File: config.mk
export PLATFORM = sky130hd
export DESIGN_NAME = tick_debouncer
export DESIGN_NICKNAME = d
export VERILOG_FILES = /design/src/rtl/tick_debouncer.sv
export SDC_FILE = /design/constraint.sdc
export NUM_CORES = 1
export LEC_CHECK = 0
export ABC_AREA = 1
export CAP_MARGIN = 10
export CORE_ASPECT_RATIO = 0.9
export CORE_MARGIN = 2
export CORE_UTILIZATION = 47
export DETAILED_ROUTE_END_ITERATION = 10
export PLACE_DENSITY = 0.68
export SYNTH_ARGS = -nofsm -noshare
export SYNTH_HDL_FRONTEND = slang
export SYNTH_SLANG_ARGS = --single-unit
export TNS_END_PERCENT = 10
File: constraint.sdc
create_clock -name clk -period 3.4 [get_ports clk]
set_clock_uncertainty 0.2 [all_clocks]
set_input_delay 0.68 -clock clk [delete_from_list [all_inputs] [get_ports clk]]
set_output_delay 0.68 -clock clk [all_outputs]
set_load 0.005 [all_outputs]
File: src/rtl/tick_debouncer.sv
// Switch debouncer timed by an external tick strobe: level output plus rise/fall pulses.
// Define TICK_DEBOUNCER_SYNC_EN to put a 2-flop synchronizer in front of the FSM.
//
// state | meaning
// ZERO  | debounced level 0, input stable low
// WAIT1 | level 0, input high, counting ticks to confirm
// ONE   | debounced level 1, input stable high
// WAIT0 | level 1, input low, counting ticks to confirm
module tick_debouncer #(
   parameter int unsigned CONFIRM_TICKS = 3
) (
   input  logic clk,
   input  logic reset,
   input  logic tick,
   input  logic sw,
   output logic db_level,
   output logic db_rise,
   output logic db_fall
);

   typedef enum logic [1:0] {
      ZERO  = 2'd0,
      WAIT1 = 2'd1,
      ONE   = 2'd2,
      WAIT0 = 2'd3
   } state_t;

   localparam logic [7:0] LAST = 8'(CONFIRM_TICKS - 1);

   state_t     state_q, state_d;
   logic [7:0] cnt_q, cnt_d;
   logic       rise_q, rise_d;
   logic       fall_q, fall_d;
   logic       sw_s;

`ifdef TICK_DEBOUNCER_SYNC_EN
   logic sync1_q, sync2_q;

   always_ff @(posedge clk) begin
      if (!reset) begin
         sync1_q <= 1'b0;
         sync2_q <= 1'b0;
      end else begin
         sync1_q <= sw;
         sync2_q <= sync1_q;
      end
   end

   assign sw_s = sync2_q;
`else
   assign sw_s = sw;
`endif

   always_ff @(posedge clk) begin
      if (!reset) begin
         state_q <= ZERO;
         cnt_q   <= 8'd0;
         rise_q  <= 1'b0;
         fall_q  <= 1'b0;
      end else begin
         state_q <= state_d;
         cnt_q   <= cnt_d;
         rise_q  <= rise_d;
         fall_q  <= fall_d;
      end
   end

   // A bounce back to the stable level wins over a coincident tick.
   always_comb begin
      state_d = state_q;
      cnt_d   = cnt_q;
      rise_d  = 1'b0;
      fall_d  = 1'b0;
      case (state_q)
         ZERO: begin
            if (sw_s) begin
               state_d = WAIT1;
               cnt_d   = 8'd0;
            end
         end
         WAIT1: begin
            if (!sw_s) begin
               state_d = ZERO;
            end else if (tick) begin
               if (cnt_q == LAST) begin
                  state_d = ONE;
                  rise_d  = 1'b1;
               end else begin
                  cnt_d = cnt_q + 8'd1;
               end
            end
         end
         ONE: begin
            if (!sw_s) begin
               state_d = WAIT0;
               cnt_d   = 8'd0;
            end
         end
         WAIT0: begin
            if (sw_s) begin
               state_d = ONE;
            end else if (tick) begin
               if (cnt_q == LAST) begin
                  state_d = ZERO;
                  fall_d  = 1'b1;
               end else begin
                  cnt_d = cnt_q + 8'd1;
               end
            end
         end
         default: begin
            state_d = ZERO;
            cnt_d   = 8'd0;
         end
      endcase
   end

   assign db_level = (state_q == ONE) || (state_q == WAIT0);
   assign db_rise  = rise_q;
   assign db_fall  = fall_q;

endmodule

==> results.sh <==
export IMPL_outcome="completed"
export IMPL_p_seq_share_pct=50.0
export IMPL_synthCells=100
export IMPL_drv_cap=0
export IMPL_grt_pass1_vias=463
export IMPL_power_density_nw_per_um2=369
export IMPL_p_int_uw=220
export IMPL_cts_max_level=1
export IMPL_final_setup_viol_count=0
export IMPL_grt_max_degree=12
export IMPL_hold_path_class="reg -> reg"
export IMPL_yosysSeqAreaShare_pct=35.1
export IMPL_die_area_um2=1780
export IMPL_drt_iter0_markers=17
export IMPL_combPwrFrac_pct=12.1
export IMPL_clk_latency_ns=0.27
export IMPL_cts_setup_buffers=0
export IMPL_p_switching_uw=69.5
export IMPL_grt_ovfl_total=0
export IMPL_dp_slack_ns=1.09
export IMPL_cts_tree="done"
export IMPL_swShare_pct=24.0
export IMPL_antenna_found_initial=0
export IMPL_avgSynthCellArea_um2=6.84
export IMPL_vdd_ir_drop_max_uv=205
export IMPL_fin_util_pct=56.1
export IMPL_fp_dieW_um=44.2
export IMPL_fmax_ghz=0.487
export IMPL_maxSlewHeadroom_pct=77.5
export IMPL_place_gp_congestion=0.836
export IMPL_num_vias=589
export IMPL_viasPerCell=4.79
export IMPL_cts_root_buf="clkbuf_4"
export IMPL_cts_sinks=12
export IMPL_clk_path_buf_depth=2
export IMPL_cp_top_family="buffers and inverters"
export IMPL_syn_area_um2=684
export IMPL_clk_pin_slew_worst_paths_ns=0.07
export IMPL_drtAntennaViolNets=0
export IMPL_slew_viol_final=0
export IMPL_io_pins=7
export IMPL_finalCritPeriodShare_pct=60.4
export IMPL_cts_buffers=3
export IMPL_synth_distinct_cells=20
export IMPL_worst_slew_pin_transition_ns=0.337
export IMPL_yosysTopAreaCell="dfxtp_1"
export IMPL_cpPeakStageDelay_ns=0.52
export IMPL_power_frac_clock_pct=37.8
export IMPL_fin_setup_tns_ns=0
export IMPL_num_rows=13
export IMPL_drc_errors=0
export IMPL_synth_warnings=0
export IMPL_first_pass_iters=4
export IMPL_ys_top_cells_by_area="dfxtp_1, nand2_1, nand3_1"
export IMPL_dp_final_hpwl_um=989
export IMPL_setup_worst_path_start_class="flop"
export IMPL_syn2layout_area_growth_pct=14.6
export IMPL_path_buf_inv=1
export IMPL_fin_nets=115
export IMPL_path_cells="clkdlybuf4s50_1"
export IMPL_routedWlPerCell_um=9.98
export IMPL_grt_total_usage_pct=16.4
export IMPL_start_util_pct=48.9
export IMPL_synth_top_area_share_pct=35.1
export IMPL_grt_pass1_wl_mm=2.03
export IMPL_final_common_cell="nand2_1"
export IMPL_cp_arrival_ns=1.17
export IMPL_drive_above_1_share_pct=21.3
export IMPL_drt_wl_total_mm=1.23
export IMPL_cpMaxStageDelayCell="clkdlybuf4s50_1"
export IMPL_cts_resized=0
export IMPL_syn_nets=106
export IMPL_cts_hold_buffers=0
export IMPL_cp_max_fo=3
export IMPL_n_antenna_cell=0
export IMPL_rsz0062_at_grt="no"
export IMPL_worstSetupPathType="reg -> out"
export IMPL_worst_ep_required_time_ns=2.52
export IMPL_period_needed_ns=2.05
export IMPL_layout_setup_ws_ns=1.35
export IMPL_die_h_um=40.2
export IMPL_hold_violations=0
export IMPL_power_leakage_uw=0.000303
export IMPL_final_cell_mix="nand2_1, nor2_1, dfxtp_1, nand3_1, inv_1"
export IMPL_port_buffers=6
export IMPL_cp_end_kind="primary output"
export IMPL_ys_ff_latch=12
export IMPL_core_area_um2=1400
worst min-delay path, stage by stage (launching register included):
cell	delay, ns
dfxtp_1	0.33
nand3_1	0.10
a21oi_2	0.05
through the flow:
stage                     cell area, µm²  instances  power (µW)  hold slack [ns]
after floorplan                      684        100         176            0.288
after global placement               748        119         182            0.333
after detailed placement             748        119         183            0.319
after CTS                            785        123         295            0.326
after global routing                 785        123         307            0.346
final                                785        123         290            0.320
synth_stat cells, drive strengths merged:
library cell  count
nand2            29
ha                2
dfxtp            12
clkbuf            1
buf               1
o21ai             1
inv              12
a21oi            10
a21boi            1
nand3            10
nor3              2
nor3b             1
nor2             16
nor4              1
nand4             1
final cells by class:
type | count | area [µm²]
Tap cell | 15 | 18.8
Fill cell | 143 | 614
Inverter | 12 | 45.0
Multi-Input combinational cell | 74 | 384
Timing Repair Buffer | 6 | 60.1
Sequential cell | 12 | 240
Clock buffer | 4 | 36.3
path summary, 6_finish.rpt:
kind              cells past startpoint        to  startpoint  slack, ns
setup reg to reg                      9  cnt_q[2]    cnt_q[0]       1.68
setup / recovery                      1  db_level        flop       1.35
hold reg to reg                       2  cnt_q[7]    cnt_q[7]       0.32
hold / removal                        2  cnt_q[7]    cnt_q[7]       0.32
cells by family after synthesis:
group / count (synthesis) / share of synthesized area, %
simple gates: 60 / 41.1
buf+inv: 14 / 8.77
compound gates: 12 / 11.3
flops: 12 / 35.1
fa+ha+maj: 2 / 3.66
power groups by stage:
stage | clock network (µW) | logic (µW) | registers [µW]
floorplan | 0 | 27.9 | 148
global placement | 0 | 34.1 | 148
detailed placement | 0 | 35.0 | 148
CTS | 115 | 35.3 | 145
global route | 122 | 39.7 | 145
finish | 110 | 35.2 | 145
registers in the layout, summed over array words and instances (netlist names), named ones only:
signal and cells:
cnt_q 8, state_q 1, db_fall 1, db_rise 1
metal layers:
| layer | part of all wire [%] | track usage [%] |
|---|---|---|
| met4 | 0.81 | 4.55 |
| met3 | 5.4 | 8.11 |
| met5 | 0 | 0 |
| met1 | 56 | 22.0 |
| met2 | 37 | 23.2 |
(Power assumes the default switching activity.)
==> edit (same flow settings) <==
The option `TICK_DEBOUNCER_SYNC_EN` is turned on by a define.
--- a/src/rtl/tick_debouncer.sv
+++ b/src/rtl/tick_debouncer.sv
@@ -6,6 +6,8 @@
 // WAIT1 | level 0, input high, counting ticks to confirm
 // ONE   | debounced level 1, input stable high
 // WAIT0 | level 1, input low, counting ticks to confirm
+`define TICK_DEBOUNCER_SYNC_EN
+
 module tick_debouncer #(
    parameter int unsigned CONFIRM_TICKS = 3
 ) (
Check against the original RTL: not equivalent (a bounded check fails within 10 cycles, from zero or initial values and one cycle with reset low).
==> edit against the original RTL <==
  * Sequential cell count increased by 2
  * Worst setup slack improved by 23 ps
  * Design area is 7.0% higher
  * Clock power increased by 7%
  * Area after synthesis grew 8.0%
  * Wire length rose by 2.7%
  * Fmax increased by 1.1%
  * Total power rose by 18%
  * Sequential power grew 18%
  * Combinational power rose by 45%
  * Highest routed layer unchanged
==> edit: results (changes against the original RTL) <==
* Top post-synthesis cells by area: dfxtp_1, nand2_1, inv_1, nor2_1, a21oi_1
* Via/cell ratio at 4.87 (+1.8%)
* Grt met1 use at 19.9% (-2.1 points)
* Hold path endpoint: sw_s$_SDFF_PN0_
* Worst Reg-to-Reg Cells at 10 (+1)
* Pre-CTS WS at 1320 ps (+225 ps)
* Crit path arrival time at 1150 ps (-20 ps)
* Total of fill cells in the finished design at 132 (-7.7%)
* Seq/Total Area, Yosys at 37.9% (+2.8 points)
* Layout cell share with drive strength beyond 1 at 18.8% (-2.5 points)
* Met3 Use GR at 6.52% (-1.6 points)
* Largest net degree at the start of global routing at 13 (+1)
* Metal3 WL at 42 µm (-36%)
* Grt met2 use at 19.2% (-4.0 points)
* Setup slack, reg-to-reg at 1800 ps (+120 ps)
* Final worst slack at 1370 ps (+23.3 ps)
* Final std cells w/o fill at 127 (+3.3%)
* Placed cell area at 803 µm² (+7.4%)
* HP Start: sync1_q$_SDFF_PN0_
* Status: complete, no violations
* Net Switching at 0.0893 mW (+29%)
* Placed Instances at 123 (+3.4%)
* R2R Path End: cnt_q[4]$_SDFFE_PN0P_
* Mapped Cells at 104 (+4.0%)
* WHS at 219 ps (-101 ps)
* Syn_nets at 110 (+3.8%)
* Core Util, Final at 57.4% (+1.3 points)
* First-pass GRT wire length at 1950 µm (-4.1%)
* Wirelength, routed at 1260 µm (+2.7%)
* Final GP Congestion at 0.726 (-13%)
* Vias in the first global route at 473 (+2.2%)
edit: final cells by class:
| class | instances | share of cell area [%] |
|---|---|---|
| clock buffers | 4 | 4.32 |
| inverters | 16 | 7.15 |
| multi-input cells | 72 | 45.8 |
| flip-flops and latches | 14 | 33.4 |
| well taps | 15 | 2.24 |
| repair buffers | 6 | 7.15 |
edit: power by group through the flow:
| stage | Sequential (mW) | Combinational [mW] | Clock (mW) |
|---|---|---|---|
| CTS | 0.172 | 0.0510 | 0.124 |
| detailed placement | 0.175 | 0.0508 | 0 |
| finish | 0.171 | 0.0510 | 0.118 |
| global placement | 0.175 | 0.0493 | 0 |
| global route | 0.172 | 0.0564 | 0.130 |
| floorplan | 0.175 | 0.0431 | 0 |
edit: kinds of logic (layout without fill, tap and decap cells):
kind of cell / after synthesis / count (layout) / synth area share, %
flops: 14 / 14 / 37.9
simple gates: 58 / 58 / 39.1
compound gates: 12 / 12 / 9.47
buf+inv: 18 / 26 / 10.2
fa+ha+maj: 2 / 2 / 3.38
